<file path="config.mk">
export PLATFORM = sky130hd
export DESIGN_NAME = alu_pipe
export DESIGN_NICKNAME = d
export VERILOG_FILES = /design/src/rtl/alu_pkg.sv /design/src/rtl/alu_mul_seq.sv /design/src/rtl/alu_pipe.sv
export SDC_FILE = /design/constraint.sdc
export NUM_CORES = 1
export LEC_CHECK = 0
export CAP_MARGIN = 0
export CORE_MARGIN = 4
export CORE_UTILIZATION = 55
export DETAILED_ROUTE_END_ITERATION = 10
export PLACE_DENSITY = 0.81
export SLEW_MARGIN = 25
export SYNTH_ARGS = -nofsm -noshare
export SYNTH_HDL_FRONTEND = slang
export SYNTH_SLANG_ARGS = --single-unit
</file>
<file path="constraint.sdc">
create_clock -name clk -period 6.1 [get_ports clk]
set_input_delay 1.83 -clock clk [delete_from_list [all_inputs] [get_ports clk]]
set_output_delay 1.83 -clock clk [all_outputs]
set_load 0.05 [all_outputs]
</file>
<file path="src/rtl/alu_pkg.sv">
// Shared opcode/state encodings for the pipelined ALU and its sequential multiplier.
package alu_pkg;
    localparam int OP_W = 3;

    typedef enum logic [OP_W-1:0] {
        OP_AND = 3'b000,
        OP_OR  = 3'b001,
        OP_SUB = 3'b010,
        OP_ADD = 3'b011,
        OP_XOR = 3'b100,
        OP_SHL = 3'b101,
        OP_SHR = 3'b110,
        OP_MUL = 3'b111
    } alu_op_e;

    typedef enum logic {
        IDLE    = 1'b0,
        MUL_RUN = 1'b1
    } alu_state_e;
endpackage

</file>
<file path="src/rtl/alu_mul_seq.sv">
// Iterative shift-add unsigned multiplier: one multiplier bit per cycle, WIDTH cycles per product.
// prod is the accumulator value after the current step, so it is final while done is high.
module alu_mul_seq #(
    parameter int WIDTH = 4
) (
    input  logic               clk,
    input  logic               rst_n,
    input  logic               start,
    input  logic [WIDTH-1:0]   a,
    input  logic [WIDTH-1:0]   b,
    output logic               done,
    output logic [2*WIDTH-1:0] prod
);
    localparam int CW = $clog2(WIDTH);

    logic               run;
    logic [CW-1:0]      cnt;
    logic [2*WIDTH-1:0] acc;
    logic [2*WIDTH-1:0] mcand;
    logic [WIDTH-1:0]   mplier;

    assign prod = acc + (mplier[0] ? mcand : '0);
    assign done = run && (cnt == CW'(WIDTH - 1));

    always_ff @(posedge clk or negedge rst_n) begin
        if (!rst_n) begin
            run    <= 1'b0;
            cnt    <= '0;
            acc    <= '0;
            mcand  <= '0;
            mplier <= '0;
        end else if (start) begin
            run    <= 1'b1;
            cnt    <= '0;
            acc    <= '0;
            mcand  <= {{WIDTH{1'b0}}, a};
            mplier <= b;
        end else if (run) begin
            acc    <= prod;
            mcand  <= mcand << 1;
            mplier <= mplier >> 1;
            cnt    <= cnt + 1'b1;
            if (done) run <= 1'b0;
        end
    end
endmodule

</file>
<file path="src/rtl/alu_pipe.sv">
// Registered ALU with valid/ready handshakes; MUL runs through alu_mul_seq over WIDTH cycles.
// Optional signed-overflow output enabled by defining ALU_PIPE_OVF_EN.
module alu_pipe
    import alu_pkg::*;
#(
    parameter int WIDTH = 4
) (
    input  logic               clk,
    input  logic               rst_n,
    input  logic               in_valid,
    output logic               in_ready,
    input  logic [OP_W-1:0]    op,
    input  logic [WIDTH-1:0]   a,
    input  logic [WIDTH-1:0]   b,
    output logic               out_valid,
    input  logic               out_ready,
    output logic [2*WIDTH-1:0] res,
    output logic               carry,
    output logic               zero,
    output logic               busy
`ifdef ALU_PIPE_OVF_EN
    ,
    output logic               ovf
`endif
);
    localparam int SHW = $clog2(WIDTH);

    alu_state_e         state;
    alu_op_e            op_e;
    logic               accept;
    logic               mul_start;
    logic               mul_done;
    logic [2*WIDTH-1:0] mul_prod;
    logic [2*WIDTH-1:0] alu_res;
    logic               alu_carry;
    logic [WIDTH:0]     sum;
    logic [WIDTH:0]     diff;
    logic [SHW-1:0]     sh;

    assign op_e      = alu_op_e'(op);
    assign in_ready  = (state == IDLE) && (!out_valid || out_ready);
    assign accept    = in_valid && in_ready;
    assign mul_start = accept && (op_e == OP_MUL);

    alu_mul_seq #(.WIDTH(WIDTH)) u_mul (
        .clk   (clk),
        .rst_n (rst_n),
        .start (mul_start),
        .a     (a),
        .b     (b),
        .done  (mul_done),
        .prod  (mul_prod)
    );

    // Shifts by >= WIDTH (non power-of-two WIDTH only) drop every bit and yield 0.
    always_comb begin
        sum       = {1'b0, a} + {1'b0, b};
        diff      = {1'b0, a} - {1'b0, b};
        sh        = b[SHW-1:0];
        alu_res   = '0;
        alu_carry = 1'b0;
        unique case (op_e)
            OP_AND: alu_res[WIDTH-1:0] = a & b;
            OP_OR:  alu_res[WIDTH-1:0] = a | b;
            OP_XOR: alu_res[WIDTH-1:0] = a ^ b;
            OP_SHL: alu_res[WIDTH-1:0] = a << sh;
            OP_SHR: alu_res[WIDTH-1:0] = a >> sh;
            OP_ADD: begin
                alu_res[WIDTH:0] = sum;
                alu_carry        = sum[WIDTH];
            end
            OP_SUB: begin
                alu_res[WIDTH:0] = diff;
                alu_carry        = diff[WIDTH];
            end
            OP_MUL: alu_res = '0;
        endcase
    end

`ifdef ALU_PIPE_OVF_EN
    logic alu_ovf;
    always_comb begin
        alu_ovf = 1'b0;
        if (op_e == OP_ADD)
            alu_ovf = (a[WIDTH-1] == b[WIDTH-1]) && (sum[WIDTH-1] != a[WIDTH-1]);
        else if (op_e == OP_SUB)
            alu_ovf = (a[WIDTH-1] != b[WIDTH-1]) && (diff[WIDTH-1] != a[WIDTH-1]);
    end
`endif

    always_ff @(posedge clk or negedge rst_n) begin
        if (!rst_n) begin
            state     <= IDLE;
            out_valid <= 1'b0;
            res       <= '0;
            carry     <= 1'b0;
            zero      <= 1'b0;
            busy      <= 1'b0;
`ifdef ALU_PIPE_OVF_EN
            ovf       <= 1'b0;
`endif
        end else begin
            unique case (state)
                IDLE: begin
                    if (out_valid && out_ready) out_valid <= 1'b0;
                    if (accept) begin
                        if (op_e == OP_MUL) begin
                            state <= MUL_RUN;
                            busy  <= 1'b1;
                        end else begin
                            res       <= alu_res;
                            carry     <= alu_carry;
                            zero      <= (alu_res == '0);
                            out_valid <= 1'b1;
`ifdef ALU_PIPE_OVF_EN
                            ovf       <= alu_ovf;
`endif
                        end
                    end
                end
                MUL_RUN: begin
                    // out_valid is already low here: MUL is only accepted once the slot is free.
                    if (mul_done) begin
                        res       <= mul_prod;
                        carry     <= 1'b0;
                        zero      <= (mul_prod == '0);
                        out_valid <= 1'b1;
                        busy      <= 1'b0;
                        state     <= IDLE;
`ifdef ALU_PIPE_OVF_EN
                        ovf       <= 1'b0;
`endif
                    end
                end
            endcase
        end
    end
endmodule

</file>
* Word level (Yosys, flattened, before mapping)
Cells that the tools add are included.
Storage, ports and cells: flip-flop bits (word level) 36, bits in latches 0, memory bits (writable) 0, memory bits (read-only) 0, output and inout port bits 13, memories kept 0
Cells by class: $add $sub $neg 4, multipliers 0, div/mod/pow operators 0, order comparisons 0, equality and inequality tests 12, shift operators 2, multiplexer cells 37, bitwise logic cells 4, reductions and logical operators 13
Operators by type and width (count):
- $mux W8 | 8
- $pmux W4 S8 | 1
- $mux W1 | 17
- $logic_not A8 Y1 | 2
- $pmux W8 S2 | 1
- $eq A3 B3 Y1 const B | 4
- $pmux W1 S2 | 6
- $add A8 B8 Y8 | 1
- $mux W4 | 2
- $eq A3 B2 Y1 const B | 2
- $reduce_and A3 Y1 | 2
- $add A4 B4 Y5 | 1
- $logic_and A1 B1 Y1 | 5
- $sub A4 B4 Y5 | 1
- $and A4 B4 Y4 | 1
- $mux W2 | 2
- $ne A2 B1 Y1 const B | 2
- $ne A2 B2 Y1 const B | 2
- $or A4 B4 Y4 | 1
- $shl A4 B2 Y4 | 1
- $shr A4 B2 Y4 | 1
- $xor A4 B4 Y4 | 1
- $eq A3 B1 Y1 const B | 1
- $logic_not A3 Y1 | 1
- 6 further kinds | 6

* Depth between registers and ports, before layout
depth after elaboration 6, depth in mapped cells 10, mapped depth without buffers 10

* Hierarchy
A second synthesis with hierarchy kept.
Unflattened totals: cell total of the unflattened synthesis 302, area total of the unflattened synthesis 2737.6 µm²
By module, submodules not included:
- alu_pipe | times used 1, cells each 167, area each 1405.1 µm², sequential area each 325.3 µm²
- alu_mul_seq | times used 1, cells each 135, area each 1332.5 µm², sequential area each 575.6 µm²

* Worst setup path after synthesis
Ideal clock, no wire load.
path kind input-to-output, start point input port out_ready, end point output port in_ready, arrival 2.800 ns, data required time 4.270 ns, slack 1.470 ns, stages 2, path buffers 0, cells stage by stage inv_1 > a21oi_1
On the way: longest elaborated chain between the ends 2
RTL lines:
- start: declaration | line alu_pipe.sv:16 | input logic out_ready,
- $logic_or A1 B1 Y1 | line alu_pipe.sv:41 | assign in_ready = (state == IDLE) && (!out_valid || out_ready);
- $logic_and A1 B1 Y1 | line alu_pipe.sv:41
- end: declaration | line alu_pipe.sv:11 | output logic in_ready,
Every way passes these cells.

* Final worst setup path
Ends and elaborated chain as after synthesis.

==> results.toml <==
[critical_path]
crit_path_start_kind = "primary input"
critPathMaxFanout = 5
crit_type = "primary input to output pin"
crit_family = "buffers and inverters"
crit_buf_inv = 3
critical_path_arrival_ns = 3.52
worstPathRequired_ns = 4.27
r2r-start = "u_mul.mplier[0]"
slowest_delay_ns = 0.88
worst_setup_path_end_kind = "output pin"
ff2ff_path_depth = 8
crit_path_frequent_cell = "clkdlybuf4s50_1"
r2r_slack_ns = 3.28
slowest_stage = "clkdlybuf4s50_1"
cp_cell_sequence = "clkdlybuf4s50_1, inv_1, a21oi_1, clkdlybuf4s50_1"
worstReg2RegEnd = "zero"

[sta]
min_period_ns = 5.353
relSlewSlack_pct = 61.99
fin_tns_setup_ns = 0
rsz0062_at_grt = "false"
fmax_mhz = 186.8
finalHoldViolCount = 0
worst_pin_slew_ns = 0.5684
setup_violations = 0
finClkSkew_ns = 0.002436
fin_crit_sh_pct = 87.76
maxSlewViolCount = 0

[cts]
post_cts_resized = 0
cts.clk_slew.worst_paths_ns = 0.07
cts_setup_buffers = 0
cts_sinks = 36
cts_buffer_depth = 2
cts_hold_buf = 0
htree_levels = 2
cts_made_buffers = 5
cts_root_buffer = "clkbuf_8"
clk_latency_ns = 0.28
cts_tree = "done"

[run]
maxCapViolCount = 0

[logic_synthesis]
synth-seq-cells = 36
synth_top_area_share_pct = 33.74
yosys_warnings = 0
syn_area_per_cell_sq_um = 9.271
synthTopCellsByArea = "dfrtp_1 (34%), ha_1 (9.8%), mux2i_1 (7.5%), nand2_1 (3.9%), o21ai_0 (3.4%)"
synth-async-reset-ratio_pct = 100.0
yosysSeqAreaShare_pct = 33.74
synth-edff-count = 0
netlist_instances = 288
synth_area_leader_cell = "dfrtp_1"
synth_cell_type_count = 57
synth_area_sq_um = 2670
synth-main-ff-cell = "dfrtp_1"
synth_nets = 327

[grt]
grt_use_total_pct = 19.69
grt_max_degree = 37
antenna_found_initial = 0
grt_pass1_vias = 2000
grt-ovfl-total = 0
grt_pass1_wl_mm = 9.535

[drt]
via_per_inst = 5.793
wirelength_mm = 5.661
dr.pass1.iters = 4
route.detailed.drc = 0
initialDrtViolationCount = 158
wl_per_cell_um = 15.02
antenna_left = 0
vias = 2184

[floorplan]
dieArea_sq_um = 6033
core-area_sq_um = 4723
die_h_um = 77.68
io_pins = 28
die_width_um = 77.68
rows = 25
initial_utilization_pct = 56.53

[final_layout]
nNetsFinal = 349
antenna_cells = 0
area_growth_pct = 13.82
drive_above_1_share_pct = 5.806
num-fill-cells = 398
final_util_pct = 64.34

[placement]
dp.final_hpwl_mm = 4.197
io_buffers = 27
place_congestion = 0.8824

[power_and_ir_drop]
cellPowerDensity_nw_per_um2 = 392.7
ir_drop_mv = 0.2239
p_leak_nw = 1.334

[min_path]
hold_path.class = "register to register"
hold_end = "res[4]"
min_from = "res[4]"
hold_depth = 1

[outcome]
status = "completed"
==> sequential cells by signal, summed over array words and instances, names as in the netlist <==
name / count
busy: 1
carry: 1
out_valid: 1
res: 8
state: 1
u_mul.acc: 8
u_mul.cnt: 2
u_mul.mcand: 8
u_mul.mplier: 4
u_mul.run: 1
zero: 1
==> how the worst max path moves through the flow <==
stage | startpoint | to | slack [ns] | depth (start not counted)
2_1_floorplan | out_ready | in_ready | 1.47 | 2
3_3_place_gp | out_ready | in_ready | 0.77 | 4
3_5_place_dp | out_ready | in_ready | 0.76 | 4
4_1_cts | out_ready | in_ready | 0.75 | 4
5_1_grt | out_ready | in_ready | 0.68 | 4
6_report | out_ready | in_ready | 0.75 | 4
==> synth_stat cells (5+ instances only) <==
cell type,number
and2_1,7
o21ai_1,6
nor2_1,24
a22o_1,5
ha_1,21
buf_6,5
nor2b_1,5
a211oi_1,6
mux2i_1,20
inv_1,16
dfrtp_1,36
a21oi_1,14
o211ai_1,5
nand2_1,28
nand2b_1,5
o21ai_0,18
==> metal layers <==
metal / global-route usage [%] / up-vias / part of all wire (%)
met5: 0 / - / 0
met1: 28.53 / 1057 / 49
li1: - / 1066 / -
met4: 6.050 / 0 / 1.5
met3: 4.292 / 8 / 5.8
met2: 29.28 / 53 / 44
==> cell type report <==
cell class / count / area, sq um / share of cell area (%)
multi-input cells: 221 / 1605 / 52.82
repair buffers: 30 / 292.8 / 9.634
clock buffers: 7 / 96.34 / 3.170
inverters: 16 / 60.06 / 1.976
well taps: 67 / 83.83 / 2.758
flip-flops and latches: 36 / 900.9 / 29.64
==> cell usage in the layout (no fill, tap or decap), drive strengths merged, types with 2 or more instances in the layout <==
cell and n:
and2 8, nand2 28, a31oi 3, clkbuf 7
a22o 5, buf 3, mux2i 20, a21oi 14
inv 16, o21a 2, o21ai 24, nand3 5
clkdlybuf4s50 27, o211ai 5, xnor2 4, nor3 2
a21o 3, nand2b 5, or3 4, nor2b 5
fa 3, dfrtp 36, o22ai 3, a211oi 6
mux4 2, xor2 4, ha 21, nor2 24
==> through the flow <==
step,instances,hold WS (ns),cell area (sq um),power (W),setup slack (ns)
6_report,377,0.4906,3039,0.001194,0.7469
5_1_grt,377,0.5093,3039,0.001276,0.6795
4_1_cts,377,0.4959,3039,0.001198,0.7477
3_5_place_dp,370,0.4813,2943,0.001016,0.7578
3_3_place_gp,370,0.4783,2943,0.001000,0.7680
2_1_floorplan,288,0.4867,2670,0.0008513,1.470
==> kinds of logic after synthesis <==
| group | after synthesis | synth area share [%] |
|---|---|---|
| DFF | 36 | 33.74 |
| AOI/OAI and AO/OA | 78 | 19.54 |
| adders and majority gates | 24 | 12.09 |
| buffers and inverters | 31 | 6.139 |
| muxes | 23 | 9.747 |
| xor gates and xnor gates | 8 | 2.624 |
| and+or+nand+nor | 88 | 16.12 |
==> report_power, final <==
part | switching [W] | internal [W] | total (W)
Clock | 0.0000794 | 0.000100 | 0.000180
Combinational | 0.000368 | 0.000243 | 0.000611
Sequential | 0.0000693 | 0.000333 | 0.000403
Power figures use the tool's default switching activity.
